`src/rtl/pong_frame_controller.sv`:
```
// pong_frame_controller
// Frame-level sequencer for Pong: owns the menu/play/game-over mode FSM and,
// once per frame tick, steps the shared datapath through move, clear and draw
// phases while supplying the one-hot phase strobes, plot enable and pixel index.
// Optional build macro: PONG_FAST_FRAME_EN -- when defined, the frame period is
// fixed at 32768 cycles (FRAME_CYCLES ignored) to shorten simulation.
module pong_frame_controller #(
  parameter int FRAME_CYCLES  = 833333,
  parameter int SCREEN_PIXELS = 19200,
  parameter int PAD_PIXELS    = 32,
  parameter int BALL_PIXELS   = 4,
  parameter int WIN_SCORE     = 9
) (
  input  logic        clk,
  input  logic        reset,
  input  logic        enter,
  input  logic        point_scored,
  input  logic [3:0]  left_score,
  input  logic [3:0]  right_score,
  output logic        menu,
  output logic        gameover,
  output logic        move_pads,
  output logic        move_ball,
  output logic        reset_delta,
  output logic        set_up_clear_screen,
  output logic        clear_screen,
  output logic        set_up_left_pad,
  output logic        draw_left_pad,
  output logic        set_up_right_pad,
  output logic        draw_right_pad,
  output logic        set_up_ball,
  output logic        draw_ball,
  output logic        plot,
  output logic [14:0] pix_count
);

`ifdef PONG_FAST_FRAME_EN
  localparam int FRAME_PERIOD = 32768;
`else
  localparam int FRAME_PERIOD = FRAME_CYCLES;
`endif

  localparam int CNT_W = (FRAME_PERIOD > 2) ? $clog2(FRAME_PERIOD) : 1;
  localparam logic [CNT_W-1:0] CNT_LAST = CNT_W'(FRAME_PERIOD - 1);

  localparam logic [14:0] SCR_LAST  = 15'(SCREEN_PIXELS - 1);
  localparam logic [14:0] PAD_LAST  = 15'(PAD_PIXELS - 1);
  localparam logic [14:0] BALL_LAST = 15'(BALL_PIXELS - 1);
  localparam logic [3:0]  WIN4      = 4'(WIN_SCORE);

  typedef enum logic [3:0] {
    S_MENU        = 4'd0,
    S_SERVE       = 4'd1,
    S_WAIT_FRAME  = 4'd2,
    S_MOVE_PADS   = 4'd3,
    S_MOVE_BALL   = 4'd4,
    S_CHECK       = 4'd5,
    S_SETUP_CLEAR = 4'd6,
    S_CLEAR       = 4'd7,
    S_SETUP_LPAD  = 4'd8,
    S_DRAW_LPAD   = 4'd9,
    S_SETUP_RPAD  = 4'd10,
    S_DRAW_RPAD   = 4'd11,
    S_SETUP_BALL  = 4'd12,
    S_DRAW_BALL   = 4'd13,
    S_GAMEOVER    = 4'd14
  } state_t;

  state_t            state;
  state_t            state_nx;
  logic [14:0]       pix_nx;
  logic              enter_q;
  logic              enter_rise;
  logic [CNT_W-1:0]  frame_cnt;
  logic              frame_tick;
  logic              frame_pending;
  logic              point_q;
  logic              win;

  // Enter edge detector; enter_q resets high so a key held through reset is not a rise
  always_ff @(posedge clk or posedge reset) begin
    if (reset) begin
      enter_q    <= 1'b1;
      enter_rise <= 1'b0;
    end else begin
      enter_q    <= enter;
      enter_rise <= enter & ~enter_q;
    end
  end

  // Free-running frame counter; frame_tick is high for the cycle following the wrap
  always_ff @(posedge clk or posedge reset) begin
    if (reset) begin
      frame_cnt  <= '0;
      frame_tick <= 1'b0;
    end else begin
      frame_tick <= (frame_cnt == CNT_LAST);
      if (frame_cnt == CNT_LAST) begin
        frame_cnt <= '0;
      end else begin
        frame_cnt <= frame_cnt + 1'b1;
      end
    end
  end

  // Remember one tick that arrives while the frame is still being processed
  always_ff @(posedge clk or posedge reset) begin
    if (reset) begin
      frame_pending <= 1'b0;
    end else if ((state == S_WAIT_FRAME) && (frame_tick || frame_pending)) begin
      frame_pending <= 1'b0;
    end else if (frame_tick && (state != S_WAIT_FRAME)) begin
      frame_pending <= 1'b1;
    end
  end

  // Capture the datapath's point flag while the ball moves, for use in CHECK
  always_ff @(posedge clk or posedge reset) begin
    if (reset) begin
      point_q <= 1'b0;
    end else if (state == S_MOVE_BALL) begin
      point_q <= point_scored;
    end
  end

  assign win = (left_score >= WIN4) || (right_score >= WIN4);

  // Next-state and next pixel index
  always_comb begin
    state_nx = state;
    pix_nx   = pix_count;
    unique case (state)
      S_MENU:       if (enter_rise) state_nx = S_SERVE;
      S_SERVE:      state_nx = S_SETUP_CLEAR;
      S_WAIT_FRAME: if (frame_tick || frame_pending) state_nx = S_MOVE_PADS;
      S_MOVE_PADS:  state_nx = S_MOVE_BALL;
      S_MOVE_BALL:  state_nx = S_CHECK;
      S_CHECK: begin
        if (win) begin
          state_nx = S_GAMEOVER;
        end else if (point_q) begin
          state_nx = S_SERVE;
        end else begin
          state_nx = S_SETUP_CLEAR;
        end
      end
      S_SETUP_CLEAR: begin
        state_nx = S_CLEAR;
        pix_nx   = '0;
      end
      S_CLEAR: begin
        if (pix_count == SCR_LAST) begin
          state_nx = S_SETUP_LPAD;
          pix_nx   = '0;
        end else begin
          pix_nx = pix_count + 15'd1;
        end
      end
      S_SETUP_LPAD: begin
        state_nx = S_DRAW_LPAD;
        pix_nx   = '0;
      end
      S_DRAW_LPAD: begin
        if (pix_count == PAD_LAST) begin
          state_nx = S_SETUP_RPAD;
          pix_nx   = '0;
        end else begin
          pix_nx = pix_count + 15'd1;
        end
      end
      S_SETUP_RPAD: begin
        state_nx = S_DRAW_RPAD;
        pix_nx   = '0;
      end
      S_DRAW_RPAD: begin
        if (pix_count == PAD_LAST) begin
          state_nx = S_SETUP_BALL;
          pix_nx   = '0;
        end else begin
          pix_nx = pix_count + 15'd1;
        end
      end
      S_SETUP_BALL: begin
        state_nx = S_DRAW_BALL;
        pix_nx   = '0;
      end
      S_DRAW_BALL: begin
        if (pix_count == BALL_LAST) begin
          state_nx = S_WAIT_FRAME;
          pix_nx   = '0;
        end else begin
          pix_nx = pix_count + 15'd1;
        end
      end
      S_GAMEOVER:   if (enter_rise) state_nx = S_MENU;
      default: begin
        state_nx = S_MENU;
        pix_nx   = '0;
      end
    endcase
  end

  // Mode FSM with outputs registered from the next state, so they match the state register
  always_ff @(posedge clk or posedge reset) begin
    if (reset) begin
      state               <= S_MENU;
      pix_count           <= '0;
      menu                <= 1'b1;
      gameover            <= 1'b0;
      reset_delta         <= 1'b0;
      move_pads           <= 1'b0;
      move_ball           <= 1'b0;
      set_up_clear_screen <= 1'b0;
      clear_screen        <= 1'b0;
      set_up_left_pad     <= 1'b0;
      draw_left_pad       <= 1'b0;
      set_up_right_pad    <= 1'b0;
      draw_right_pad      <= 1'b0;
      set_up_ball         <= 1'b0;
      draw_ball           <= 1'b0;
      plot                <= 1'b0;
    end else begin
      state               <= state_nx;
      pix_count           <= pix_nx;
      menu                <= (state_nx == S_MENU);
      gameover            <= (state_nx == S_GAMEOVER);
      reset_delta         <= (state_nx == S_SERVE);
      move_pads           <= (state_nx == S_MOVE_PADS);
      move_ball           <= (state_nx == S_MOVE_BALL);
      set_up_clear_screen <= (state_nx == S_SETUP_CLEAR);
      clear_screen        <= (state_nx == S_CLEAR);
      set_up_left_pad     <= (state_nx == S_SETUP_LPAD);
      draw_left_pad       <= (state_nx == S_DRAW_LPAD);
      set_up_right_pad    <= (state_nx == S_SETUP_RPAD);
      draw_right_pad      <= (state_nx == S_DRAW_RPAD);
      set_up_ball         <= (state_nx == S_SETUP_BALL);
      draw_ball           <= (state_nx == S_DRAW_BALL);
      plot                <= (state_nx == S_CLEAR) || (state_nx == S_DRAW_LPAD) ||
                             (state_nx == S_DRAW_RPAD) || (state_nx == S_DRAW_BALL);
    end
  end

endmodule

```
`config.mk`:
```
export PLATFORM = sky130hd
export DESIGN_NAME = pong_frame_controller
export DESIGN_NICKNAME = d
export VERILOG_FILES = /design/src/rtl/pong_frame_controller.sv
export SDC_FILE = /design/constraint.sdc
export NUM_CORES = 1
export LEC_CHECK = 0
export ABC_AREA = 1
export CAP_MARGIN = 0
export CORE_UTILIZATION = 46
export DETAILED_ROUTE_END_ITERATION = 8
export HOLD_SLACK_MARGIN = 0.05
export PLACE_DENSITY = 0.76
export SLEW_MARGIN = 5
export SYNTH_ARGS = -nofsm -noshare
export SYNTH_HDL_FRONTEND = slang
export SYNTH_SLANG_ARGS = --single-unit
```
`constraint.sdc`:
```
create_clock -name clk -period 3.67 [get_ports clk]
set_clock_uncertainty 0.15 [all_clocks]
set_input_delay 0.734 -clock clk [delete_from_list [all_inputs] [get_ports clk]]
set_output_delay 0.734 -clock clk [all_outputs]
set_load 0.1 [all_outputs]
```
[Word level (Yosys, flattened, before mapping)]
Index checks and enable logic that the tools add are counted.
W data, S select, Z words.
Storage, ports and cells
  latch bits: 0
  register bits: 58
  word-level logic and storage cells: 88
  output and inout port bits: 29
  memory bits (read-only): 0
  bits in writable memories: 0
  memories: 0
Cells by class
  eq/ne operators: 31
  bitwise logic cells: 2
  shifts and indexed selects: 0
  multipliers: 0
  divide/modulo/power cells: 0
  $lt $le $gt $ge: 2
  mux-type cells: 17
  $add $sub $neg: 2
  reduce and logical (&&, ||, !) cells: 12
Operators by type and width (number)
  $pmux W15 S4: 1
  $pmux W4 S15: 1
  $eq A4 B4 Y1 const B: 14
  $mux W15: 3
  $mux W4: 8
  $eq A4 B3 Y1 const B: 7
  $add A20 B1 Y20 const B: 1
  $eq A20 B20 Y1 const B: 1
  $mux W20: 1
  $add A15 B1 Y15 const B: 1
  $eq A15 B15 Y1 const B: 1
  $eq A15 B2 Y1 const B: 1
  $eq A15 B5 Y1 const B: 1
  $eq A4 B2 Y1 const B: 3
  $eq A4 B1 Y1 const B: 2
  $ge A4 B4 Y1 const B: 2
  $logic_not A4 Y1: 2
  $reduce_or A7 Y1: 1
  $logic_or A1 B1 Y1: 5
  $ne A4 B2 Y1 const B: 1
  $mux W3: 1
  $logic_and A1 B1 Y1: 2
  $mux W1: 2
  $reduce_bool A2 Y1: 1
  other kinds (3): 3

[Longest topological paths before layout]
Gate-level depths: netlist (run 1).
  word-level depth: 8
  depth in mapped cells: 14
  mapped depth without buffers: 14

[Worst setup path before layout (run 1)]
OpenSTA, ideal clock, no wires.
  kind: register -> register
  from: register pix_count[1]
  to: register plot
  clock period less this slack: 2.606 ns
  setup time: 0.119 ns
  data arrival time: 2.338 ns
  cell stages (with the launch flop): 13
  setup slack: 1.064 ns
  path buffers: 0
  cells stage by stage: dfrtp_1 ha_1 nand3_2 nor2_2 nand2_2 nand2_2 nand2_4 a21oi_4 nand2_4 nand2_2 nor2_2 nor2_1 nand2_1
Between the ends
  word-level cells in the longest chain between the ends: 7
  elaborated cells on any way between the ends: 15
  those cells by class: 7 x eq/ne; 5 x mux; 3 x reduce/logical
RTL lines
  start: declaration: line 34  | output logic [14:0] pix_count
  start signal: assignment: line 224  | pix_count <= pix_nx;
  $eq A15 B2 Y1, or another cell as far along: line 188  | if (pix_count == BALL_LAST) begin
  $mux W4 (on tied branches)
  $pmux W4 S15 *: line 132  | unique case (state)
  named net state_nx[0]: line 70  | state_t state_nx;
  $eq A4 B3 Y1 / $eq A4 B4 Y1 (equally long branches): line 238  | plot <= (state_nx == S_CLEAR) || (state_nx == S_DRAW_LPAD) ||
  $logic_or A1 B1 Y1 (2 in a row): line 238
  $logic_or A1 B1 Y1 *: line 239  | (state_nx == S_DRAW_RPAD) || (state_nx == S_DRAW_BALL);
  end signal: assignment: line 238
  end: declaration: line 33  | output logic plot,
Mark *: on every way through the listed nets, which the timed path passes. The rest lies on a longest branch.
A chain may end at the register's enable or synchronous reset.

[Worst setup path after layout (run 1)]
  from: register pix_count[5]
  to: output port pix_count[5]
No word-level cell between the ends.

==> flow_summary_export.csv, run 1 <==
group,metric,value,unit
drt,drtIter0Drc,143,
global_routing,grt_usage,19.8,%
critical_path,arrival,1.93,ns
logic_synthesis,syn-num-nets,402,
layout,antenna_cells,0,
pwr,leakagePower,0.00178,uW
critical_path,crit_family,"buffers and inverters",
global_routing,met3_usage,3.76,%
global_routing,top_usage_layer,"met2",
job,maxCapViolCount,0,
placement,port_buffers,40,
logic_synthesis,avgSynthCellArea,7.89,sq um
die,ios,41,
drt,wl_per_cell,12.1,microns
sta,setup_viol,0,
sta,post-route-period-util,76.7,%
critical_path,cp-endpoint,"pix_count[5]",
global_routing,grt_use_met1,25.3,%
critical_path,reg2reg_depth,10,
drt,drt_drc_violations_left,0,
pwr,net-switching-power,1210,uW
pwr,pwr-share-seq,30.8,%
clocking,cts.hold.buffers_added,0,
layout,drive_gt1_share,16.0,%
die,dieArea,0.00697,sq mm
critical_path,start_kind,"flip-flop",
sta,tightest_slew,0.978,ns
global_routing,globalRouteMet2Util,32.8,%
pwr,p_int,1340,uW
layout,area_growth,22.6,%
logic_synthesis,ys_warn_count,0,
clocking,ctsLongestPathBuffers,2,
clocking,cts_resized,0,
critical_path,crit_path_start,"pix_count[5]$_DFFE_PP0N_",
critical_path,timing.rr.start,"pix_count[1]$_DFFE_PP0N_",
clocking,cts_tree,"built",
critical_path,cp_cell_sequence,"clkdlybuf4s50_1",
global_routing,grt_max_degree,34,
clocking,insertion_delay,0.34,ns
critical_path,cp_max_fo,5,
critical_path,reg2reg_to,"pix_count[14]$_DFFE_PP0N_",
logic_synthesis,yosysUniqueCellTypes,39,
drt,ant_nets,0,
placement,finalWeightedCongestion,0.904,
pwr,switching_share,47.5,%
sta,maxSlewHeadroom,34.6,%
die,fp-row-count,29,
logic_synthesis,netlist.top_cell.by_area,"dfrtp_1",
critical_path,critPathSlowestCell,"clkdlybuf4s50_1",
die,fp.dieW,83.5,microns
drt,vias_per_cell,5.00,
clocking,postCtsSetupBuffers,0,
sta,fin_crit,2.82,ns
clocking,cts_root_buf,"clkbuf_8",
clocking,clk_pin_slew,0.07,ns
sta,setup_tns,0,ns
logic_synthesis,synthTopCellsByArea,"dfrtp_1, nor2_1, nand2_1",
die,die_h,83.5,microns
placement,place_hpwl,4710,microns
logic_synthesis,syn-instance-count,387,
logic_synthesis,synth-edff-count,0,
pwr,p_comb_share,45.6,%
pwr,power_density,681,mW/mm^2
global_routing,overflow,0,
drt,vias,2598,
pwr,p_clk_share,23.6,%
critical_path,crit_cells,1,
global_routing,grt_pass1_vias,2544,
sta,finalHoldViolCount,0,
drt,first_pass_iters,5,
die,initial_core_util,47.8,%
layout,regMostFlops,"frame_cnt",
layout,nNetsFinal,453,
critical_path,critPathCaptureType,"output pin",
sta,grt_setup_unrepaired,"no",
clocking,cts_max_level,3,
pwr,ir_drop,0.000457,V
pwr,power.total,2550,uW
logic_synthesis,synthesis.area,0.00305,sq mm
sta,max_freq,355,MHz
run_status,status,"completed",
clocking,clock_sinks,58,
layout,largest_reg_flops,20,
logic_synthesis,synth_top_cell_area_share,45.9,%
logic_synthesis,ys_seq_area_share,47.6,%
clocking,numCtsBuffers,9,
critical_path,critPathRequiredTime,2.79,ns
logic_synthesis,async_flop_share,100,%
drt,wl,6310,microns
layout,fin_util,58.6,%
global_routing,antenna_found_initial,0,
critical_path,critPathKind,"flip-flop to output pin",
critical_path,cpPeakStageDelay,1.17,ns
critical_path,critPathBufInv,1,
layout,top_regs,"frame_cnt: 20 flops, pix_count: 15 flops, state: 4 flops",
global_routing,grt_pass1_wl,11000,microns
logic_synthesis,ys.flop_type,"dfrtp_1",
worst_hold_path,hold_path.class,"flip-flop to flip-flop",
sta,maxSlewViolCount,0,
logic_synthesis,yosysMostFrequentCell,"nor2_1",
logic_synthesis,yosys-top-cells-count,"nor2_1, nand2_1, dfrtp_1, inv_1, nand3_1",
layout,num-fill-cells,570,
die,core,0.00639,sq mm
sta,hold_slack,0.336,ns
critical_path,rrSetupSlack,1.49,ns
logic_synthesis,synth-seq-cells,58,
==> layer usage <==
layer,vias to the layer above,wire (microns)
met5,-,0
met4,0,54
met3,7,224
met2,54,3050
met1,1206,2980
li1,1331,-
==> cells by family (layout without fill, tap and decap cells) <==
family | after synthesis | in the layout | share of synthesized area [%]
AND/OR/NAND/NOR | 213 | 213 | 32.8
buffers and inverters | 66 | 122 | 8.20
flip-flops | 58 | 58 | 47.6
AO/OA/AOI/OAI | 38 | 38 | 7.46
XOR/XNOR | 8 | 8 | 2.30
adder cells (fa/ha/maj) | 3 | 3 | 1.23
multiplexers | 1 | 1 | 0.369
==> power by group through the flow <==
stage,Combinational [uW],Sequential (uW),Clock [uW]
6_report,1160,784,602
5_1_grt,1260,794,641
4_1_cts,1160,786,612
3_5_place_dp,1150,797,0
3_3_place_gp,1140,798,0
2_1_floorplan,600,1100,0
==> per-stage QoR <==
stage                     setup WS (ns)  instance area (sq um)  cells
after detailed placement           1.13                   3540    504
after global routing              0.824                   3740    520
after CTS                         0.855                   3740    520
after floorplan                    1.06                   3050    387
after global placement             1.20                   3540    504
final                             0.854                   3740    520
==> worst min-delay path by stage <==
stage                             endpoint                   start  cells after the start
global route          enter_rise$_DFF_PP0_       enter_q$_DFF_PP1_                      1
finish              frame_cnt[0]$_DFF_PP0_  frame_cnt[0]$_DFF_PP0_                      1
floorplan           frame_cnt[0]$_DFF_PP0_  frame_cnt[0]$_DFF_PP0_                      1
detailed placement    enter_rise$_DFF_PP0_       enter_q$_DFF_PP1_                      1
CTS                 frame_cnt[0]$_DFF_PP0_  frame_cnt[0]$_DFF_PP0_                      1
global placement    frame_cnt[0]$_DFF_PP0_  frame_cnt[0]$_DFF_PP0_                      1
==> cells in the final DEF (no fill, tap or decap), drive strengths merged <==
cell            n
nor3b           3
xnor2           2
nand2          73
or2             2
nand4           2
ha              3
xor2            6
o22ai           1
o21ai          13
o311ai          1
clkdlybuf4s50  34
o21bai          1
nand3          30
clkinvlp        3
a22o            1
nand3b          1
dfrtp          56
clkbuf          9
inv            63
a21oi          18
dfstp           2
nor3           13
and3            1
buf             8
clkinv          4
nor4            7
o31ai           1
bufinv          1
mux2            1
nor2           81
o21a            2
==> layout make-up <==
class	instances	area, sq um	area share, %
multi-input combinational	263	1350	36.0
clock buffer	9	124	3.31
inverter	64	240	6.42
sequential	58	1450	38.8
clock inverter	7	78.8	2.11
tap	77	96.3	2.57
timing repair buffer	42	400	10.7
Power figures use the tool's default switching activity.
==> run 2: changes to the inputs <==
- clock period: 3.67 -> 2.75 ns (I/O delays scaled with it)
==> flow_summary_export.csv, run 2 (synthesis gave the netlist of run 1 again) <==
group,metric,value,unit
die,initial_core_util,47.8,%
layout,drive_gt1_share,21.0,%
layout,area_growth,23.2,%
die,fp.dieW,83.5,microns
sta,maxSlewHeadroom,66.5,%
run_status,status,"completed",
sta,setup_tns,0,ns
job,maxCapViolCount,0,
layout,antenna_cells,0,
sta,maxSlewViolCount,0,
clocking,cts.hold.buffers_added,0,
global_routing,overflow,0,
worst_hold_path,hold_path.class,"flip-flop to flip-flop",
drt,vias_per_cell,5.02,
drt,drtIter0Drc,135,
clocking,numCtsBuffers,9,
layout,mostFrequentLayoutCell,"nor2_1",
pwr,net-switching-power,1580,uW
clocking,postCtsSetupBuffers,0,
die,core,0.00639,sq mm
critical_path,start_kind,"flip-flop",
global_routing,grt_pass1_vias,2506,
sta,setup_viol,0,
layout,largest_reg_flops,20,
sta,max_freq,460,MHz
critical_path,arrival,2.23,ns
pwr,p_int,2070,uW
die,dieArea,0.00697,sq mm
placement,port_buffers,40,
die,fp-row-count,29,
sta,fin_crit,2.17,ns
clocking,cts_max_level,3,
clocking,ctsLongestPathBuffers,2,
placement,place_hpwl,4670,microns
pwr,p_clk_share,29.6,%
pwr,power_density,970,mW/mm^2
clocking,insertion_delay,0.33,ns
critical_path,cp_max_fo,10,
clocking,cts_resized,0,
layout,top_regs,"frame_cnt: 20 flops, pix_count: 15 flops, state: 4 flops",
global_routing,antenna_found_initial,0,
pwr,switching_share,43.3,%
drt,drt_drc_violations_left,0,
drt,wl_per_cell,12.3,microns
sta,post-route-period-util,79.1,%
drt,ant_nets,0,
placement,finalWeightedCongestion,0.920,
clocking,clock_sinks,58,
drt,vias,2605,
layout,layout_common_cells,"nor2_1, nand2_1, dfrtp_1",
critical_path,critPathKind,"flip-flop to flip-flop",
die,ios,41,
clocking,cts_root_buf,"clkbuf_8",
global_routing,grt_pass1_wl,10900,microns
pwr,leakagePower,0.00187,uW
pwr,p_comb_share,41.7,%
pwr,ir_drop,0.000563,V
critical_path,critPathCaptureType,"flip-flop",
pwr,pwr-share-seq,28.7,%
critical_path,critPathRequiredTime,2.81,ns
clocking,cts_tree,"built",
sta,grt_setup_unrepaired,"no",
sta,tightest_slew,0.501,ns
global_routing,grt_usage,19.7,%
die,die_h,83.5,microns
drt,wl,6380,microns
sta,hold_slack,0.337,ns
layout,nNetsFinal,452,
sta,finalHoldViolCount,0,
layout,fin_util,58.9,%
drt,first_pass_iters,4,
clocking,clk_pin_slew,0.07,ns
global_routing,grt_max_degree,59,
layout,regMostFlops,"frame_cnt",
run 2: changes by cell type in the layout (fill, tap and decap cells not counted), sizes merged:
cell and change:
clkdlybuf4s50 -23, buf +22, bufinv +3, clkinvlp -3, clkbuf +1, inv -1
run 2: per-layer routing:
metal	wire length (microns)	share of wire [%]	track usage, %
met5	0	0	0
met4	70	1.1	9.55
met3	267	4.2	3.86
met2	3080	48	31.7
met1	2960	46	25.6
run 2: stage by stage:
step	power, uW	setup slack [ns]	cells	area (sq um)
2_1_floorplan	2270	0.144	387	3050
3_3_place_gp	2560	0.455	503	3490
3_5_place_dp	2570	0.408	503	3490
4_1_cts	3670	0.571	519	3760
5_1_grt	3840	0.359	519	3760
6_report	3650	0.575	519	3760
run 2: final cells by class:
class / instances / area [sq um]
well taps: 77 / 96.3
flip-flops and latches: 58 / 1450
clock buffers: 10 / 138
multi-input cells: 263 / 1350
repair buffers: 41 / 348
clock inverters: 6 / 138
fillers: 572 / 2620
inverters: 64 / 240
run 2: critical path, cell delays in order (launching register included):
cell and delay [ns]:
dfrtp_1 0.40, ha_1 0.26, nand3_2 0.17, nor2_2 0.18, nand2_2 0.07, nand2_2 0.09
nand2_4 0.07, a21oi_4 0.22, inv_2 0.11, nor2_4 0.23, nor3_1 0.10
run 2: final timing paths:
check                      slack (ns)  depth (start not counted)                     start                         to
min reg2reg                      0.34                          1         enter_q$_DFF_PP1_       enter_rise$_DFF_PP0_
min                              0.34                          1         enter_q$_DFF_PP1_       enter_rise$_DFF_PP0_
max                              0.58                         10  pix_count[1]$_DFFE_PP0N_  pix_count[14]$_DFFE_PP0N_
min in group asynchronous        0.42                          3                     reset  pix_count[12]$_DFFE_PP0N_
max in group asynchronous        1.72                          3                     reset             menu$_DFF_PP1_
max reg2reg                      0.58                         10  pix_count[1]$_DFFE_PP0N_  pix_count[14]$_DFFE_PP0N_
run 2: power by group through the flow:
| stage | registers, uW | logic (uW) | clock network [uW] |
|---|---|---|---|
| 6_report | 1050 | 1520 | 1080 |
| 5_1_grt | 1060 | 1640 | 1140 |
| 4_1_cts | 1050 | 1520 | 1100 |
| 3_5_place_dp | 1060 | 1510 | 0 |
| 3_3_place_gp | 1070 | 1500 | 0 |
| 2_1_floorplan | 1470 | 801 | 0 |
